## config.mk

```make
export PLATFORM = sky130hd
export DESIGN_NAME = fb_access_arbiter_flat
export DESIGN_NICKNAME = d
export VERILOG_FILES = /design/src/rtl/fb_access_arbiter_pkg.sv /design/src/rtl/fb_access_arbiter_if.sv /design/src/rtl/fb_access_arbiter.sv /design/src/flat_wrapper.sv
export SDC_FILE = /design/constraint.sdc
export NUM_CORES = 1
export LEC_CHECK = 0
export CORE_AREA = 2 2 60 118
export CTS_BUF_LIST = sky130_fd_sc_hd__clkbuf_8
export DETAILED_ROUTE_END_ITERATION = 6
export DIE_AREA = 0 0 62 120
export GPL_ROUTABILITY_DRIVEN = 1
export PLACE_DENSITY = 0.8
export REMOVE_ABC_BUFFERS = 1
export SLEW_MARGIN = 20
export SYNTH_ARGS = -nofsm -noshare
export SYNTH_HDL_FRONTEND = slang
export SYNTH_SLANG_ARGS = --single-unit
```

## constraint.sdc

```tcl
create_clock -name clk_i -period 1.8 [get_ports clk_i]
set_input_delay 0.18 -clock clk_i [delete_from_list [all_inputs] [get_ports clk_i]]
set_output_delay 0.18 -clock clk_i [all_outputs]
set_load 0.005 [all_outputs]
```

## src/rtl/fb_access_arbiter_pkg.sv

```systemverilog
// Shared types for the frame-buffer command arbiter: FSM states and burst owner.
package fb_arb_pkg;

  typedef enum logic [1:0] {
    IDLE  = 2'd0,
    ISSUE = 2'd1,
    WAIT  = 2'd2
  } arb_state_e;

  typedef enum logic {
    OWN_RD = 1'b0,
    OWN_WR = 1'b1
  } arb_owner_e;

endpackage

```

## src/rtl/fb_access_arbiter_if.sv

```systemverilog
// Downstream command bus between the arbiter (master) and the AXI master shims (slave).
interface fb_access_arbiter_if #(
  parameter int ADDR_W = 32,
  parameter int LEN_W  = 8
);
  logic              cmd_valid_o;
  logic              cmd_ready_i;
  logic              cmd_we_o;
  logic [ADDR_W-1:0] cmd_addr_o;
  logic [LEN_W-1:0]  cmd_len_o;
  logic              xfer_done_i;

  modport master (
    output cmd_valid_o, cmd_we_o, cmd_addr_o, cmd_len_o,
    input  cmd_ready_i, xfer_done_i
  );

  modport slave (
    input  cmd_valid_o, cmd_we_o, cmd_addr_o, cmd_len_o,
    output cmd_ready_i, xfer_done_i
  );
endinterface

```

## src/rtl/fb_access_arbiter.sv

```systemverilog
// Shares one DDR4 frame-buffer command port between display reads and loader writes.
// Optional anti-starvation streak counter enabled by defining FB_ARB_STARVE_EN.
module fb_access_arbiter
  import fb_arb_pkg::*;
#(
  parameter int ADDR_W        = 32,
  parameter int LEN_W         = 8,
  parameter int MAX_RD_STREAK = 4
) (
  input  logic              clk_i,
  input  logic              rst_n_i,

  input  logic              rd_req_i,
  input  logic [ADDR_W-1:0] rd_addr_i,
  input  logic [LEN_W-1:0]  rd_len_i,
  output logic              rd_gnt_o,
  output logic              rd_done_o,

  input  logic              wr_req_i,
  input  logic [ADDR_W-1:0] wr_addr_i,
  input  logic [LEN_W-1:0]  wr_len_i,
  output logic              wr_gnt_o,
  output logic              wr_done_o,

  fb_access_arbiter_if.master cmd,

  output logic              busy_o,
  output logic              proto_err_o
);

  if (MAX_RD_STREAK < 1) begin : g_bad_streak
    $error("MAX_RD_STREAK must be at least 1");
  end

  arb_state_e        state_q, state_d;
  arb_owner_e        owner_q, owner_d;
  logic              valid_q, valid_d;
  logic              we_q, we_d;
  logic [ADDR_W-1:0] addr_q, addr_d;
  logic [LEN_W-1:0]  len_q, len_d;
  logic              rd_gnt_q, rd_gnt_d;
  logic              wr_gnt_q, wr_gnt_d;
  logic              rd_done_q, rd_done_d;
  logic              wr_done_q, wr_done_d;
  logic              busy_q, busy_d;
  logic              err_q, err_d;
  logic              sel_wr;

`ifdef FB_ARB_STARVE_EN
  localparam int STREAK_W = $clog2(MAX_RD_STREAK + 1);
  localparam logic [STREAK_W-1:0] STREAK_MAX = STREAK_W'(MAX_RD_STREAK);

  logic [STREAK_W-1:0] streak_q, streak_d;

  // Writes win a contested IDLE cycle once reads have taken MAX_RD_STREAK grants in a row.
  always_comb begin
    sel_wr   = wr_req_i && (!rd_req_i || (streak_q == STREAK_MAX));
    streak_d = streak_q;
    if ((state_q == IDLE) && (rd_req_i || wr_req_i)) begin
      if (sel_wr) begin
        streak_d = '0;
      end else if (wr_req_i && (streak_q != STREAK_MAX)) begin
        streak_d = streak_q + 1'b1;
      end
    end
  end

  always_ff @(posedge clk_i or negedge rst_n_i) begin
    if (!rst_n_i) begin
      streak_q <= '0;
    end else begin
      streak_q <= streak_d;
    end
  end
`else
  always_comb begin
    sel_wr = wr_req_i && !rd_req_i;
  end
`endif

  always_ff @(posedge clk_i or negedge rst_n_i) begin
    if (!rst_n_i) begin
      state_q   <= IDLE;
      owner_q   <= OWN_RD;
      valid_q   <= 1'b0;
      we_q      <= 1'b0;
      addr_q    <= '0;
      len_q     <= '0;
      rd_gnt_q  <= 1'b0;
      wr_gnt_q  <= 1'b0;
      rd_done_q <= 1'b0;
      wr_done_q <= 1'b0;
      busy_q    <= 1'b0;
      err_q     <= 1'b0;
    end else begin
      state_q   <= state_d;
      owner_q   <= owner_d;
      valid_q   <= valid_d;
      we_q      <= we_d;
      addr_q    <= addr_d;
      len_q     <= len_d;
      rd_gnt_q  <= rd_gnt_d;
      wr_gnt_q  <= wr_gnt_d;
      rd_done_q <= rd_done_d;
      wr_done_q <= wr_done_d;
      busy_q    <= busy_d;
      err_q     <= err_d;
    end
  end

  always_comb begin
    state_d   = state_q;
    owner_d   = owner_q;
    we_d      = we_q;
    addr_d    = addr_q;
    len_d     = len_q;
    rd_gnt_d  = 1'b0;
    wr_gnt_d  = 1'b0;
    rd_done_d = 1'b0;
    wr_done_d = 1'b0;
    err_d     = err_q | (cmd.xfer_done_i && (state_q != WAIT));

    unique case (state_q)
      IDLE: begin
        if (rd_req_i || wr_req_i) begin
          state_d = ISSUE;
          owner_d = sel_wr ? OWN_WR : OWN_RD;
          we_d    = sel_wr;
          addr_d  = sel_wr ? wr_addr_i : rd_addr_i;
          len_d   = sel_wr ? wr_len_i  : rd_len_i;
        end
      end
      ISSUE: begin
        if (cmd.cmd_ready_i) begin
          state_d  = WAIT;
          rd_gnt_d = (owner_q == OWN_RD);
          wr_gnt_d = (owner_q == OWN_WR);
        end
      end
      WAIT: begin
        if (cmd.xfer_done_i) begin
          state_d   = IDLE;
          rd_done_d = (owner_q == OWN_RD);
          wr_done_d = (owner_q == OWN_WR);
        end
      end
      default: state_d = IDLE;
    endcase

    // Valid and busy are registered copies of the next state so outputs stay flop-driven.
    valid_d = (state_d == ISSUE);
    busy_d  = (state_d != IDLE);
  end

  assign cmd.cmd_valid_o = valid_q;
  assign cmd.cmd_we_o    = we_q;
  assign cmd.cmd_addr_o  = addr_q;
  assign cmd.cmd_len_o   = len_q;
  assign rd_gnt_o        = rd_gnt_q;
  assign wr_gnt_o        = wr_gnt_q;
  assign rd_done_o       = rd_done_q;
  assign wr_done_o       = wr_done_q;
  assign busy_o          = busy_q;
  assign proto_err_o     = err_q;

endmodule
```

## src/flat_wrapper.sv

```systemverilog
// flat-port wrapper written by rule: the top's interface ports become plain ports
module fb_access_arbiter_flat import fb_arb_pkg::*;
#(
  parameter int ADDR_W        = 32,
  parameter int LEN_W         = 8,
  parameter int MAX_RD_STREAK = 4
)
  (clk_i, rst_n_i, rd_req_i, rd_addr_i, rd_len_i, rd_gnt_o, rd_done_o, wr_req_i, wr_addr_i, wr_len_i, wr_gnt_o, wr_done_o, busy_o, proto_err_o, cmd_cmd_valid_o, cmd_cmd_we_o, cmd_cmd_addr_o, cmd_cmd_len_o, cmd_cmd_ready_i, cmd_xfer_done_i);
  fb_access_arbiter_if #(.ADDR_W(ADDR_W), .LEN_W(LEN_W)) cmd_i ();
  input  logic clk_i;
  input  logic rst_n_i;
  input  logic rd_req_i;
  input  logic [ADDR_W-1:0] rd_addr_i;
  input  logic [LEN_W-1:0] rd_len_i;
  output logic rd_gnt_o;
  output logic rd_done_o;
  input  logic wr_req_i;
  input  logic [ADDR_W-1:0] wr_addr_i;
  input  logic [LEN_W-1:0] wr_len_i;
  output logic wr_gnt_o;
  output logic wr_done_o;
  output logic busy_o;
  output logic proto_err_o;
  output wire logic [$bits(cmd_i.cmd_valid_o)-1:0] cmd_cmd_valid_o;
  output wire logic [$bits(cmd_i.cmd_we_o)-1:0] cmd_cmd_we_o;
  output wire logic [$bits(cmd_i.cmd_addr_o)-1:0] cmd_cmd_addr_o;
  output wire logic [$bits(cmd_i.cmd_len_o)-1:0] cmd_cmd_len_o;
  input wire logic [$bits(cmd_i.cmd_ready_i)-1:0] cmd_cmd_ready_i;
  input wire logic [$bits(cmd_i.xfer_done_i)-1:0] cmd_xfer_done_i;
  assign cmd_cmd_valid_o = cmd_i.cmd_valid_o;
  assign cmd_cmd_we_o = cmd_i.cmd_we_o;
  assign cmd_cmd_addr_o = cmd_i.cmd_addr_o;
  assign cmd_cmd_len_o = cmd_i.cmd_len_o;
  assign cmd_i.cmd_ready_i = cmd_cmd_ready_i;
  assign cmd_i.xfer_done_i = cmd_xfer_done_i;
  fb_access_arbiter #(.ADDR_W(ADDR_W), .LEN_W(LEN_W), .MAX_RD_STREAK(MAX_RD_STREAK)) u_core (.clk_i(clk_i), .rst_n_i(rst_n_i), .rd_req_i(rd_req_i), .rd_addr_i(rd_addr_i), .rd_len_i(rd_len_i), .rd_gnt_o(rd_gnt_o), .rd_done_o(rd_done_o), .wr_req_i(wr_req_i), .wr_addr_i(wr_addr_i), .wr_len_i(wr_len_i), .wr_gnt_o(wr_gnt_o), .wr_done_o(wr_done_o), .cmd(cmd_i), .busy_o(busy_o), .proto_err_o(proto_err_o));
endmodule
```

==> impl_metrics.toml, run 1 <==
[run_status]
outcome = "finished, final reports clean"

[global_routing]
grt_max_degree = 47
gr-max-usage-layer = "met2"
grt_pass1_vias = 2314
grt_use_met1 = 0.226
use_met2 = 0.385
grt_use_total = 0.214
grt_pass1_wl_um = 11600
grtUsageMet3 = 0.0377
antenna_found_initial = 0
gr-total-overflow = 0

[pwr]
ir_drop_uv = 769
finalPower_mw = 5.40
power.density_nw_per_um2 = 1320
p_leak_nw = 1.83

[setup_path]
worst_r2r_endpoint = "u_core.cmd.cmd_len_o[0]"
path_class = "flip-flop to flip-flop"
crit_required_ns = 1.98
r2r-start = "u_core.state_q[1]"
startpoint_type = "flip-flop"
crit_arrival_ns = 1.79
worstSetupEndpointType = "flip-flop"
cp-endpoint = "u_core.cmd.cmd_len_o[0]"
rrSetupSlack_ns = 0.19
cp-startpoint = "u_core.state_q[1]"
reg2reg_depth = 3
path_max_fanout = 20

[clocking]
clkLatencyLatePin_ns = 0.29
clkTransAtPathRegs_ns = 0.09
cts_tree = "yes"
cts_buffer_depth = 2
htreeDepth = 2
cts-buffers-inserted = 5
clock-root-buffer = "clkbuf_8"
clock-sinks = 50

[route]
postRouteAntennaNets = 0
route.final.wire_length_um = 7480
wl_per_cell_um = 16.1
vias_per_cell = 4.78
route.vias.total = 2221
drc_errors = 0
drt_iter0_drc = 67
first_pass_iters = 4

[placement]
portBuffers = 133
place_congestion = 0.810
place_area_um2 = 3960
hpwl_um = 5560
dp_cells = 455

[sta]
fin_crit_ns = 1.61
drv_slew = 0
relSlewSlack = 0.715
fmax_mhz = 620
finalCritPeriodShare = 0.896
fin_worst_skew_ns = 0.00430
finalSetupViolations = 0
whs_ns = 0.230
tightest_slew_ns = 0.428
hold_viol = 0
rsz0062_at_grt = "false"

[synth]
synth_cell_types = 21
yosys.area_share.simple = 0.134
netlist_instances = 243
synthMuxAreaShare = 0.236
synth_top_family_by_area = "multiplexers"
synth-seq-cells = 50
synth_compound_area_frac = 0.0963
yosysWarnings = 0
syn_area_per_cell_um2 = 10.7
synth_seq_area_share = 0.482
yosys.area_share.adder = 0
syn_area_um2 = 2600
synthXorXnorAreaFrac = 0

[finish]
drive_gt1_frac = 0.159
final_cells = 465
multiInputGateArea_um2 = 1230
fin_nets = 462
largest_register_ffs = 32
final_common_cell = "clkdlybuf4s50_1"
diodes = 0
final_cell_mix = "clkdlybuf4s50_1, nand2_1, dfrtp_1"
nFillCells = 546
syn_to_final_growth_pct = 57.4
final_cell_area_um2 = 4090
seqCellArea_um2 = 1250
final_core_util = 0.622

[floorplan]
top_level_ports = 134
die_area_um2 = 7440
die_h_um = 120
core-area_um2 = 6570
start_util = 0.395
rows = 42
die_w_um = 62

[run]
cap_violations = 0

[min_path]
holdCritPathClass = "primary input to asynchronous set/reset pin"
synthesized netlist by cell type (all sizes together):
cell type	instances	area, um^2
inv	1	3.75
mux2	41	612
nor2	3	13.8
clkbuf	5	18.8
o21ai	40	200
nand3	1	5.00
nand2	78	293
nor2b	3	18.8
nand2b	1	6.26
and3	2	12.5
a22o	2	17.5
o21a	1	15.0
o21bai	1	7.51
buf	12	113
a21oi	2	10.0
dfrtp	50	1250
where the power goes:
| group | leakage (nW) | internal (mW) | switching, mW |
|---|---|---|---|
| registers | 0.622 | 1.62 | 0.301 |
| logic | 1.15 | 1.84 | 0.877 |
| clock network | 0.0607 | 0.405 | 0.357 |
| total | 1.83 | 3.86 | 1.53 |
worst min-delay path by stage:
stage                                     end  startpoint  slack (ns)  depth (start not counted)
floorplan                       u_core.busy_o     rst_n_i       -0.12                          0
global placement    u_core.cmd.cmd_addr_o[23]     rst_n_i      -0.006                          1
detailed placement    u_core.cmd.cmd_len_o[3]     rst_n_i      -0.008                          1
CTS                   u_core.cmd.cmd_len_o[3]     rst_n_i        0.22                          2
global route        u_core.cmd.cmd_addr_o[23]     rst_n_i        0.23                          2
finish              u_core.cmd.cmd_addr_o[23]     rst_n_i        0.23                          2
cell type report:
cell class,instances,area share
sequential,50,0.306
multi-input combinational,176,0.300
timing repair buffer,142,0.340
clock inverter,3,0.00918
inverter,1,0.000918
clock buffer,5,0.0168
tap,88,0.0269
critical path, cell delays in order, from the launching register on:
cell and delay [ns]:
dfrtp_1 0.42, nor2_2 0.27, o21a_4 0.45, mux2_4 0.34
what timing repair did:
action / in CTS / in global routing
hold endpoints to repair: 50 / 0
gates resized for setup: 1 / 0
buffers inserted: 0 / 0
hold buffers: 1 / 0
endpoints found under the setup margin: 40 / 0
cells by family after synthesis:
family | Yosys count
AO/OA/AOI/OAI | 46
buffers and inverters | 18
flip-flops | 50
AND/OR/NAND/NOR | 88
multiplexers | 41
metal layers:
| layer | up-vias | share of wire | wire length [um] |
|---|---|---|---|
| li1 | 1078 | - | - |
| met1 | 1053 | 0.35 | 2630 |
| met2 | 72 | 0.57 | 4260 |
| met3 | 18 | 0.041 | 310 |
| met4 | 0 | 0.038 | 283 |
| met5 | - | 0 | 0 |
metrics by stage:
stage               worst slack [ns]  setup TNS (ns)
finish                         0.188               0
global route                  0.0690               0
CTS                            0.164               0
detailed placement           -0.0829           -2.91
global placement             -0.0588           -2.20
floorplan                      0.214               0
(Power assumes the default switching activity.)
==> run 2, diff against run 1 <==
- MAX_ROUTING_LAYER: default -> met4
==> impl_metrics.toml, run 2 (synthesized netlist as in run 1, its figures left out) <==
[sta]
fmax_mhz = 621
fin_worst_skew_ns = 0.00454
fin_ws_ns = 0.190
rsz0062_at_grt = "false"
fin_crit_ns = 1.61
finalSetupViolations = 0
whs_ns = 0.224
drv_slew = 0
hold_viol = 0
fin_tns_setup_ns = 0
finalCritPeriodShare = 0.895
relSlewSlack = 0.714
tightest_slew_ns = 0.429

[clocking]
clock-root-buffer = "clkbuf_8"
cts_buffer_depth = 2
clock-sinks = 50
htreeDepth = 2
clkTransAtPathRegs_ns = 0.09
clkLatencyLatePin_ns = 0.29
cts_tree = "yes"
cts-buffers-inserted = 5
post_cts_buffers = 0

[finish]
drive_gt1_frac = 0.159
final_cells = 465
final_common_cell = "clkdlybuf4s50_1"
syn_to_final_growth_pct = 57.4
nFillCells = 546
largest_register_ffs = 32
fin_nets = 462
diodes = 0
seqCellArea_um2 = 1250
multiInputGateArea_um2 = 1230
final_cell_mix = "clkdlybuf4s50_1, nand2_1, dfrtp_1"

[global_routing]
grt_max_degree = 47
use_met2 = 0.383
grt_pass1_vias = 2314
gr-max-usage-layer = "met2"
grt_pass1_wl_um = 11600
grtUsageMet3 = 0.0377
grt_use_total = 0.220
antenna_found_initial = 0
gr-total-overflow = 0
grt_use_met1 = 0.228

[floorplan]
die_area_um2 = 7440
core-area_um2 = 6570
rows = 42
die_h_um = 120
die_w_um = 62
top_level_ports = 134
start_util = 0.395

[pwr]
p_leak_nw = 1.83
power.density_nw_per_um2 = 1320
ir_drop_uv = 769
finalPower_mw = 5.40

[setup_path]
cp_slowest_cell = "o21a_4"
startpoint_type = "flip-flop"
critPathMaxStageDelay_ns = 0.45
path_class = "flip-flop to flip-flop"
crit_required_ns = 1.98
worstSetupEndpointType = "flip-flop"
rrSetupSlack_ns = 0.19
path_max_fanout = 20
reg2reg_depth = 3
crit_arrival_ns = 1.79
crit_chain = "nor2_2 -> o21a_4 -> mux2_4"

[route]
first_pass_iters = 4
vias_per_cell = 4.78
drt_iter0_drc = 44
postRouteAntennaNets = 0
drc_errors = 0
route.final.wire_length_um = 7490
route.vias.total = 2221
wl_per_cell_um = 16.1

[placement]
dp_cells = 455
place_congestion = 0.822
portBuffers = 133
dp_slack_ns = -0.0829
hpwl_um = 5560

[run_status]
outcome = "finished, final reports clean"

[min_path]
holdCritPathClass = "primary input to asynchronous set/reset pin"

[run]
cap_violations = 0
==> run 2: cell counts in the layout (fill, tap and decap cells not counted) <==
Identical to the previous run, type by type.
==> run 2: final timing paths <==
path | start | to
setup / recovery | u_core.state_q[1] | u_core.cmd.cmd_len_o[0]
hold reg to reg | u_core.proto_err_o | u_core.proto_err_o
max in group asynchronous | rst_n_i | u_core.cmd.cmd_addr_o[28]
min in group clk_i | cmd_xfer_done_i | u_core.rd_done_o
hold / removal | rst_n_i | u_core.cmd.cmd_addr_o[23]
setup reg to reg | u_core.state_q[1] | u_core.cmd.cmd_len_o[0]
==> run 2: power breakdown <==
group          internal [mW]  switching, mW  total, mW
combinational           1.84          0.877       2.72
sequential              1.62          0.299       1.91
clock                  0.405          0.356      0.761
==> run 2: what timing repair did <==
action	4_1_cts	5_1_grt
hold buffers	1	0
resized for setup	1	0
hold endpoints to repair	50	0
setup endpoints to repair	40	0
==> run 2: final cells by class <==
type / count / area share
repair buffers: 142 / 0.340
flip-flops and latches: 50 / 0.306
multi-input cells: 176 / 0.300
well taps: 88 / 0.0269
clock buffers: 5 / 0.0168
clock inverters: 3 / 0.00918
inverters: 1 / 0.000918
==> run 2: per-stage QoR <==
stage / cell area [um^2] / utilization
6_report: 4090 / 0.622
5_1_grt: 4090 / 0.622
4_1_cts: 4090 / 0.622
3_5_place_dp: 3960 / 0.602
3_3_place_gp: 3960 / 0.602
2_1_floorplan: 2470 / -
==> run 2: worst max-delay path: cells and delay by family, from the launching register on <==
| family | cells | cell delay, ns |
|---|---|---|
| flip-flops | 1 | 0.41 |
| multiplexers | 1 | 0.34 |
| AND/OR/NAND/NOR | 1 | 0.27 |
| AO/OA/AOI/OAI | 1 | 0.45 |
==> run 2: per-layer routing <==
| metal | vias up | wire, um |
|---|---|---|
| met5 | - | 0 |
| met4 | 0 | 295 |
| met3 | 20 | 317 |
| met2 | 78 | 4250 |
| met1 | 1045 | 2630 |
| li1 | 1078 | - |
==> run 3, diff against run 2 <==
- CORE_AREA: 2 2 60 118 -> 2 2 76 150
- DIE_AREA: 0 0 62 120 -> 0 0 78 152
- PLACE_DENSITY: 0.8 -> default
==> impl_metrics.toml, run 3 (synthesized netlist as in run 1, its figures left out) <==
[placement]
hpwl_um = 5260
place_area_um2 = 4040
place_congestion = 0.723
portBuffers = 133

[finish]
fin_nets = 461
diodes = 0
syn_to_final_growth_pct = 59.5
final_cell_mix = "clkdlybuf4s50_1, nand2_1, dfrtp_1"
largest_register_ffs = 32
final_common_cell = "clkdlybuf4s50_1"
drive_gt1_frac = 0.162
nFillCells = 1093
final_cell_area_um2 = 4140

[sta]
fin_crit_ns = 1.48
fin_tns_setup_ns = 0
tightest_slew_ns = 0.320
rsz0062_at_grt = "false"
finalSetupViolations = 0
hold_viol = 0
relSlewSlack = 0.787
finalCritPeriodShare = 0.821
fin_worst_skew_ns = 0.00462
drv_slew = 0
fmax_mhz = 677

[clocking]
cts.repair.resized = 0
clkLatencyLatePin_ns = 0.30
cts-buffers-inserted = 5
clock-root-buffer = "clkbuf_8"
clkTransAtPathRegs_ns = 0.09
post_cts_buffers = 0
cts_buffer_depth = 2
clock-sinks = 50
htreeDepth = 2
cts_tree = "yes"

[floorplan]
die_h_um = 152
die_area_um2 = 11900
rows = 54
start_util = 0.240
top_level_ports = 134
die_w_um = 78
core-area_um2 = 10800

[global_routing]
grt_max_degree = 51
gr-total-overflow = 0
grtUsageMet3 = 0.0226
antenna_found_initial = 0
grt_use_total = 0.123
use_met2 = 0.210
grt_pass1_wl_um = 11200
grt_use_met1 = 0.136
grt_pass1_vias = 2218
gr-max-usage-layer = "met2"

[route]
route.vias.total = 2166
vias_per_cell = 4.20
wl_per_cell_um = 13.6
drt_iter0_drc = 76
drc_errors = 0
postRouteAntennaNets = 0
route.final.wire_length_um = 6990
first_pass_iters = 4

[setup_path]
reg2reg_depth = 4
crit_arrival_ns = 1.66
worstSetupEndpointType = "flip-flop"
startpoint_type = "flip-flop"
rrSetupSlack_ns = 0.32
path_class = "flip-flop to flip-flop"
cp-startpoint = "u_core.state_q[1]"
path_max_fanout = 28
crit_required_ns = 1.99
r2r-start = "u_core.state_q[1]"

[run_status]
outcome = "finished, final reports clean"

[pwr]
ir_drop_uv = 645
power.density_nw_per_um2 = 1280
p_leak_nw = 1.83

[min_path]
holdCritPathClass = "primary input to asynchronous set/reset pin"

[run]
cap_violations = 0
==> run 3: path summary, 6_finish.rpt <==
check                                            end
setup / recovery           u_core.cmd.cmd_addr_o[27]
hold / removal             u_core.cmd.cmd_addr_o[12]
hold reg to reg                   u_core.proto_err_o
max in group asynchronous   u_core.cmd.cmd_addr_o[9]
min in group clk_i                  u_core.rd_done_o
setup reg to reg           u_core.cmd.cmd_addr_o[27]
==> run 3: worst max-delay path, cell delays in order, from the launching register on <==
cell     delay (ns)
dfrtp_1        0.42
nor2_2         0.20
o21a_4         0.17
buf_12         0.22
mux2_4         0.32
==> run 3: metrics by stage <==
| stage | total power, mW | utilization | setup slack (ns) | cells | hold WS, ns |
|---|---|---|---|---|---|
| floorplan | 3.18 | - | 0.214 | 226 | -0.116 |
| global placement | 4.66 | 0.374 | 0.368 | 507 | 0.188 |
| detailed placement | 4.69 | 0.374 | 0.342 | 507 | 0.192 |
| CTS | 5.41 | 0.383 | 0.306 | 516 | 0.392 |
| global route | 5.66 | 0.383 | 0.256 | 516 | 0.418 |
| finish | 5.32 | 0.383 | 0.322 | 516 | 0.394 |
==> run 3: cell type report <==
type | count | area [um^2] | share of cell area
timing repair buffer | 142 | 1410 | 0.341
sequential | 50 | 1250 | 0.302
multi-input combinational | 175 | 1210 | 0.292
tap | 140 | 175 | 0.0423
clock buffer | 6 | 82.6 | 0.0199
clock inverter | 2 | 8.76 | 0.00211
inverter | 1 | 3.75 | 0.000906
==> run 3: routing by layer <==
layer	routed length, um	vias up
met3	312	16
met1	2790	997
li1	-	1072
met2	3640	81
met4	248	0
met5	0	-
==> run 3: report_power, final <==
group	total (mW)	internal, mW	switching, mW
Sequential	1.90	1.62	0.288
Clock	0.665	0.305	0.360
Combinational	2.75	1.88	0.873
==> run 3: timing repair <==
action | CTS | global route
hold buffers | 1 | 0
hold endpoints to repair | 50 | 0
endpoints found under the setup margin | 0 | 0
